===== src/rtl/regfile_pkg.sv =====
// Shared definitions for the 32x32 2R1W register file and its write-back queue.
// Provides the data/address widths and the write-request payload struct.
package regfile_pkg;

  localparam int unsigned DATA_W = 32;
  localparam int unsigned ADDR_W = 5;

  // One pending register-file write: destination register and data.
  typedef struct packed {
    logic [ADDR_W-1:0] addr;
    logic [DATA_W-1:0] data;
  } wb_entry_t;

endpackage


===== src/rtl/wb_fifo.sv =====
// Storage FIFO for the write-back queue.
// Ports:
//   clk, rst_n     - clock, async active-low reset
//   push, push_entry - write one entry at the tail (caller guarantees not full)
//   pop            - retire the head entry (caller guarantees not empty)
//   head           - oldest entry
//   count          - occupancy
//   age_entry/age_valid - entries ordered newest (index 0) to oldest, with valids
module wb_fifo
  import regfile_pkg::*;
#(
  parameter int unsigned DEPTH = 4
) (
  input  logic                   clk,
  input  logic                   rst_n,
  input  logic                   push,
  input  wb_entry_t              push_entry,
  input  logic                   pop,
  output wb_entry_t              head,
  output logic [$clog2(DEPTH):0] count,
  output wb_entry_t              age_entry [DEPTH],
  output logic [DEPTH-1:0]       age_valid
);

  localparam int unsigned PTR_W = $clog2(DEPTH);
  localparam int unsigned CNT_W = PTR_W + 1;

  wb_entry_t          mem [DEPTH];
  logic [DEPTH-1:0]   vld;
  logic [PTR_W-1:0]   wr_ptr;
  logic [PTR_W-1:0]   rd_ptr;
  logic [CNT_W-1:0]   cnt;

  // Pointers, occupancy and per-entry valids; pointers wrap naturally (DEPTH is 2^n).
  always_ff @(posedge clk or negedge rst_n) begin
    if (!rst_n) begin
      wr_ptr <= '0;
      rd_ptr <= '0;
      cnt    <= '0;
      vld    <= '0;
    end else begin
      if (push) begin
        wr_ptr      <= wr_ptr + PTR_W'(1);
        vld[wr_ptr] <= 1'b1;
      end
      if (pop) begin
        rd_ptr      <= rd_ptr + PTR_W'(1);
        vld[rd_ptr] <= 1'b0;
      end
      case ({push, pop})
        2'b10:   cnt <= cnt + CNT_W'(1);
        2'b01:   cnt <= cnt - CNT_W'(1);
        default: cnt <= cnt;
      endcase
    end
  end

  // Payload storage needs no reset; validity is tracked by vld.
  always_ff @(posedge clk) begin
    if (push) begin
      mem[wr_ptr] <= push_entry;
    end
  end

  assign head  = mem[rd_ptr];
  assign count = cnt;

  // Live entries are contiguous just behind wr_ptr, so walk back from it.
  always_comb begin
    for (int k = 0; k < int'(DEPTH); k++) begin
      age_entry[k] = mem[wr_ptr - PTR_W'(k + 1)];
      age_valid[k] = vld[wr_ptr - PTR_W'(k + 1)];
    end
  end

endmodule


===== src/rtl/regfile_wb_queue.sv =====
// Write-back queue in front of the register file write port.
// Buffers execution-unit writes, drains one per cycle onto WR/RW/Data_IN,
// and offers forwarding lookups plus a pending-register vector to decode.
// Ports:
//   Clock, Reset           - clock, async active-low reset
//   in_valid/in_ready/in_addr/in_data - write request handshake
//   rf_stall               - register file cannot take a write this cycle
//   WR, RW, Data_IN, EN    - registered register-file write port
//   chk_addr1/2 -> chk_hit1/2, chk_data1/2 - combinational forwarding lookups
//   pending                - one bit per register with an uncommitted write
//   count                  - FIFO occupancy
module regfile_wb_queue #(
  parameter int unsigned DATA_W = regfile_pkg::DATA_W,
  parameter int unsigned ADDR_W = regfile_pkg::ADDR_W,
  parameter int unsigned DEPTH  = 4
) (
  input  logic                   Clock,
  input  logic                   Reset,
  input  logic                   in_valid,
  output logic                   in_ready,
  input  logic [ADDR_W-1:0]      in_addr,
  input  logic [DATA_W-1:0]      in_data,
  input  logic                   rf_stall,
  output logic                   WR,
  output logic [ADDR_W-1:0]      RW,
  output logic [DATA_W-1:0]      Data_IN,
  output logic                   EN,
  input  logic [ADDR_W-1:0]      chk_addr1,
  input  logic [ADDR_W-1:0]      chk_addr2,
  output logic                   chk_hit1,
  output logic                   chk_hit2,
  output logic [DATA_W-1:0]      chk_data1,
  output logic [DATA_W-1:0]      chk_data2,
  output logic [(2**ADDR_W)-1:0] pending,
  output logic [$clog2(DEPTH):0] count
);

  import regfile_pkg::*;

  localparam int unsigned CNT_W = $clog2(DEPTH) + 1;

  wb_entry_t        in_entry;
  wb_entry_t        head;
  wb_entry_t        age_entry [DEPTH];
  logic [DEPTH-1:0] age_valid;
  logic             push;
  logic             pop;

  assign in_entry = '{addr: in_addr, data: in_data};
  assign in_ready = (count != CNT_W'(DEPTH));
  assign push     = in_valid && in_ready;
  assign pop      = (count != '0) && !rf_stall;

  wb_fifo #(.DEPTH(DEPTH)) u_fifo (
    .clk        (Clock),
    .rst_n      (Reset),
    .push       (push),
    .push_entry (in_entry),
    .pop        (pop),
    .head       (head),
    .count      (count),
    .age_entry  (age_entry),
    .age_valid  (age_valid)
  );

  // Register-file write port; RW/Data_IN hold when no pop occurs.
  always_ff @(posedge Clock or negedge Reset) begin
    if (!Reset) begin
      WR      <= 1'b0;
      RW      <= '0;
      Data_IN <= '0;
      EN      <= 1'b0;
    end else begin
      EN <= 1'b1;
      WR <= pop;
      if (pop) begin
        RW      <= head.addr;
        Data_IN <= head.data;
      end
    end
  end

  // Forwarding and pending: scan oldest (output register) to newest so the
  // youngest matching entry is the one left standing.
  always_comb begin
    chk_hit1  = 1'b0;
    chk_hit2  = 1'b0;
    chk_data1 = '0;
    chk_data2 = '0;
    pending   = '0;
    if (WR) begin
      pending[RW] = 1'b1;
      if (RW == chk_addr1) begin
        chk_hit1  = 1'b1;
        chk_data1 = Data_IN;
      end
      if (RW == chk_addr2) begin
        chk_hit2  = 1'b1;
        chk_data2 = Data_IN;
      end
    end
    for (int k = int'(DEPTH) - 1; k >= 0; k--) begin
      if (age_valid[k]) begin
        pending[age_entry[k].addr] = 1'b1;
        if (age_entry[k].addr == chk_addr1) begin
          chk_hit1  = 1'b1;
          chk_data1 = age_entry[k].data;
        end
        if (age_entry[k].addr == chk_addr2) begin
          chk_hit2  = 1'b1;
          chk_data2 = age_entry[k].data;
        end
      end
    end
  end

endmodule


===== config.mk =====
export PLATFORM = sky130hd
export DESIGN_NAME = regfile_wb_queue
export DESIGN_NICKNAME = d
export VERILOG_FILES = /design/src/rtl/regfile_pkg.sv /design/src/rtl/wb_fifo.sv /design/src/rtl/regfile_wb_queue.sv
export SDC_FILE = /design/constraint.sdc
export NUM_CORES = 1
export LEC_CHECK = 0
export CAP_MARGIN = 25
export CORE_ASPECT_RATIO = 0.6
export CORE_UTILIZATION = 55
export DETAILED_ROUTE_END_ITERATION = 6
export PLACE_DENSITY = 0.79
export SYNTH_ARGS = -nofsm -noshare
export SYNTH_HDL_FRONTEND = slang
export SYNTH_SLANG_ARGS = --single-unit

===== constraint.sdc =====
create_clock -name Clock -period 6 [get_ports Clock]
set_clock_uncertainty 0.05 [all_clocks]
set_input_delay 0.6 -clock Clock [delete_from_list [all_inputs] [get_ports Clock]]
set_output_delay 0.6 -clock Clock [all_outputs]
set_load 0.005 [all_outputs]

==> out/summary.log <==
[status] result of the run complete, but fails checks
[status] violations in the final reports DRC
[clocking] CTS Buf Count 17
[cells_and_area] Post-Layout Inst Area 18,450 sq um
[floorplan] Total Die Area 29,250 sq um
[global_routing] vias in the first global route 13,100
[setup_path] chain of cells forming the critical path buf_12 > mux4_1 > xnor2_1 > nand4_1 > nor2_1 > nand2_1 > buf_4 > o221ai_1 > clkdlybuf4s50_1
[detailed_routing] post-detailed-route wirelength per cell 30.59 um
[sta] actual slew at the worst max-slew pin 1.069 ns
[setup_path] largest fanout on the critical path 131
[setup_path] endpoint of the most critical register-to-register path u_fifo.mem[2][32]
[yosys] Synthesis Warnings 0
[clocking] maximum clock path buffer count 2
[yosys] nets in the synthesized netlist 1,287
[setup_path] Slowest Stage Delay on Critical Path 0.76 ns
[setup_path] Worst EP arrival 5.03 ns
[sta] Slew Limit Headroom 0.2876
[clocking] CTS Hold Bufs 0
[clocking] clock slew at reported path FFs 0.08 ns
[detailed_routing] DRC viols 21
[setup_path] required arrival time at the worst endpoint 5.35 ns
[cells_and_area] layout cell share with drive strength beyond 1 0.2647
[clocking] source-to-sink clock delay at the later pin of the worst-skew pair 0.47 ns
[cells_and_area] P&R area growth vs syn 17.46%
[floorplan] die height 132.9 um
[floorplan] DIE WIDTH 220.1 um
[place] HPWL after detailed placement 33,670 um
[sta] Final Max Tran Viols 0
[floorplan] # IOs 192
[setup_path] sort of element at the start of the critical path register
[detailed_routing] antenna viol nets, final 0
[detailed_routing] detailed router's first-iteration violation count 2,337
[yosys] biggest area contributors in the synthesized netlist sky130_fd_sc_hd__edfxtp_1, sky130_fd_sc_hd__mux4_2, sky130_fd_sc_hd__dfrtp_1
[setup_path] worst reg-to-reg path cell count 4
[detailed_routing] drt first pass iters 7
[setup_path] Worst Setup End Kind primary output
[sta] setup repair after global routing missed its margin no
[global_routing] Overall Global Routing Usage 0.3663
[sta] Setup TNS 0 ns
[power_and_ir_drop] static leakage 6.156 nW
[sta] Final period util 0.9459
[sta] total of endpoints with negative setup slack in the final report 0
[clocking] number of setup buffers added after CTS 0
[cells_and_area] Filler Cells Inserted 1,971
[clocking] number of H-tree branching levels 4
[clocking] Resized Gates After CTS 0
[yosys] average instance area after synthesis 12.81 sq um
[yosys] Synth cell types 50
[yosys] Synth top area share 0.2830
[floorplan] core area 27,820 sq um
[sta] Final Critical Period 5.676 ns
[sta] final hold violation count 0
[clocking] TritonCTS sink count 198
[cells_and_area] Layout Nets 1,408
[detailed_routing] total length of routed wires 52,900 um
[place] final weighted congestion in routability-driven placement 1.027
[place] placed instance area 17,780 sq um
[global_routing] global-route wire length before repair 79,540 um
[power_and_ir_drop] areal power density over the cells 593.2 nW/um^2
[yosys] cell area after synthesis 15,700 sq um
[floorplan] initial core utilization 0.5646
[setup_path] startpoint of the worst register-to-register path u_fifo.wr_ptr[1]
[yosys] sequential share of the synthesized area 0.3627
[global_routing] antenna violations before repair 3
[hold_path] path category of the worst min-delay check input port to asynchronous set/reset pin
[place] PortBufs 191
[clocking] cell at the root of the clock tree sky130_fd_sc_hd__clkbuf_16
[job] total of max-cap violations 0
[sta] least setup slack across all paths after layout 0.3244 ns
[setup_path] slowest cell on the critical path sky130_fd_sc_hd__mux4_1
[setup_path] Reg2Reg Setup Slack 2.87 ns
[yosys] Seq cells post-synth 198
[yosys] cell type with the highest aggregate area in the netlist sky130_fd_sc_hd__edfxtp_1
[place] Placement Setup Slack 0.8428 ns
[setup_path] critical path type register to primary output
[detailed_routing] vias after detailed routing 13,410
[yosys] cell count after synthesis 1,226
[sta] maximum frequency from static timing analysis 176.2 MHz
[detailed_routing] routed via count divided by cell count 7.757
[clocking] clock tree from TritonCTS yes
[global_routing] final global-route overflow total 0
[global_routing] largest net degree at the start of global routing 132
[power_and_ir_drop] peak ir drop on the vdd network 458.4 uV
[floorplan] Rows 47
logic make-up (layout without fill, tap and decap cells):
group,after synthesis,in the layout,share of synthesized area
muxes,233,233,0.3002
xor gates and xnor gates,55,55,0.03115
buffers and inverters,170,304,0.05243
other,1,3,0.0002388
adders and majority gates,10,10,0.008446
and+or+nand+nor,292,292,0.09258
DFF,198,198,0.3627
AOI/OAI and AO/OA,267,267,0.1523
cell type report:
class	count	area, sq um	share of cell area
well taps	367	459.2	0.02489
diodes	2	5.005	0.0002713
flip-flops and latches	198	5705	0.3093
multi-input cells	858	9238	0.5008
clock buffers	19	442.9	0.02401
clock inverters	13	188.9	0.01024
inverters	44	165.2	0.008953
repair buffers	228	2242	0.1215
power breakdown:
part           internal [W]  leakage [nW]  switching [W]  total (W)
sequential          0.00189          1.94       0.000529    0.00242
combinational       0.00349          3.91        0.00378    0.00727
clock              0.000683         0.305       0.000577    0.00126
total               0.00606          6.16        0.00488     0.0109
routing by layer:
metal,GRT usage,up-vias,wire length (um)
li1,-,5315,-
met1,0.5383,6578,20230
met2,0.4941,1345,22230
met3,0.1471,171,9019
met4,0.1157,2,1403
met5,0,-,13
registers in the layout (all words and copies together) (netlist names):
| name | count |
|---|---|
| Data_IN | 32 |
| u_fifo.wr_ptr | 2 |
| u_fifo.rd_ptr | 2 |
| WR | 1 |
| RW | 5 |
| EN | 1 |
| u_fifo.mem | 148 |
| u_fifo.count | 3 |
| u_fifo.vld | 4 |
worst max-delay path by stage:
stage                           startpoint            end  slack [ns]  depth (start not counted)
final                     u_fifo.wr_ptr[0]  chk_data1[28]        0.32                          9
after CTS                 u_fifo.wr_ptr[0]  chk_data1[28]        0.33                          9
after floorplan           u_fifo.wr_ptr[0]  chk_data1[10]        1.24                         18
after global routing      u_fifo.wr_ptr[0]  chk_data1[28]        0.06                          9
after detailed placement  u_fifo.wr_ptr[0]  chk_data1[28]        0.84                          9
after global placement    u_fifo.wr_ptr[0]  chk_data1[17]        0.93                          9
metrics by stage:
| stage | std cells | hold slack, ns | util | power [W] |
|---|---|---|---|---|
| after floorplan | 1226 | 0.2544 | - | 0.007017 |
| after global placement | 1694 | 0.4607 | 0.6393 | 0.009317 |
| after detailed placement | 1694 | 0.4690 | 0.6393 | 0.009430 |
| after CTS | 1726 | 0.2835 | 0.6620 | 0.01072 |
| after global routing | 1727 | 0.3121 | 0.6630 | 0.01142 |
| final | 1729 | 0.2600 | 0.6632 | 0.01094 |
cell usage after synthesis (all sizes together):
cell / instances
nor2: 37
or3: 1
dfrtp: 50
nand4b: 1
or2b: 1
a2bb2oi: 4
mux2: 41
nand2b: 6
edfxtp: 148
a22oi: 62
or2: 6
a21oi: 1
o21ai: 5
nand3: 35
a221oi: 64
nor4: 6
xnor2: 28
nor2b: 32
mux2i: 6
clkbuf: 62
ha: 9
mux4: 186
o221ai: 64
nand2: 120
conb: 1
nor3: 9
and3: 14
nand4: 4
nor3b: 11
fa: 1
and3b: 4
buf: 64
a41oi: 1
o211ai: 64
and2: 5
a222oi: 2
xor2: 27
inv: 44
cell usage in the layout, fill, tap and decap left out, types with 10 or more instances in the layout:
| cell type | n |
|---|---|
| sky130_fd_sc_hd__clkdlybuf4s50_1 | 190 |
| sky130_fd_sc_hd__mux4_2 | 185 |
| sky130_fd_sc_hd__edfxtp_1 | 148 |
| sky130_fd_sc_hd__nand2_1 | 120 |
| sky130_fd_sc_hd__o211ai_1 | 64 |
| sky130_fd_sc_hd__a22oi_1 | 62 |
| sky130_fd_sc_hd__o221ai_1 | 61 |
| sky130_fd_sc_hd__dfrtp_1 | 46 |
| sky130_fd_sc_hd__inv_1 | 44 |
| sky130_fd_sc_hd__mux2_2 | 41 |
| sky130_fd_sc_hd__nand3_1 | 34 |
| sky130_fd_sc_hd__nor2_1 | 33 |
| sky130_fd_sc_hd__buf_4 | 33 |
| sky130_fd_sc_hd__nor2b_1 | 32 |
| sky130_fd_sc_hd__a221oi_1 | 32 |
| sky130_fd_sc_hd__a221oi_2 | 32 |
| sky130_fd_sc_hd__xnor2_1 | 28 |
| sky130_fd_sc_hd__xor2_1 | 26 |
| sky130_fd_sc_hd__clkbuf_16 | 17 |
| sky130_fd_sc_hd__nor3b_1 | 11 |
| sky130_fd_sc_hd__and3_1 | 10 |
critical path, delay by kind of cell (launching register included):
kind / cells / cell delay, ns
compound gates: 1 / 0.37
xor+xnor: 1 / 0.19
buf+inv: 3 / 1.68
flops: 1 / 0.69
mux: 1 / 0.76
simple gates: 3 / 0.84
No activity file was read; power rests on OpenSTA's default activity.
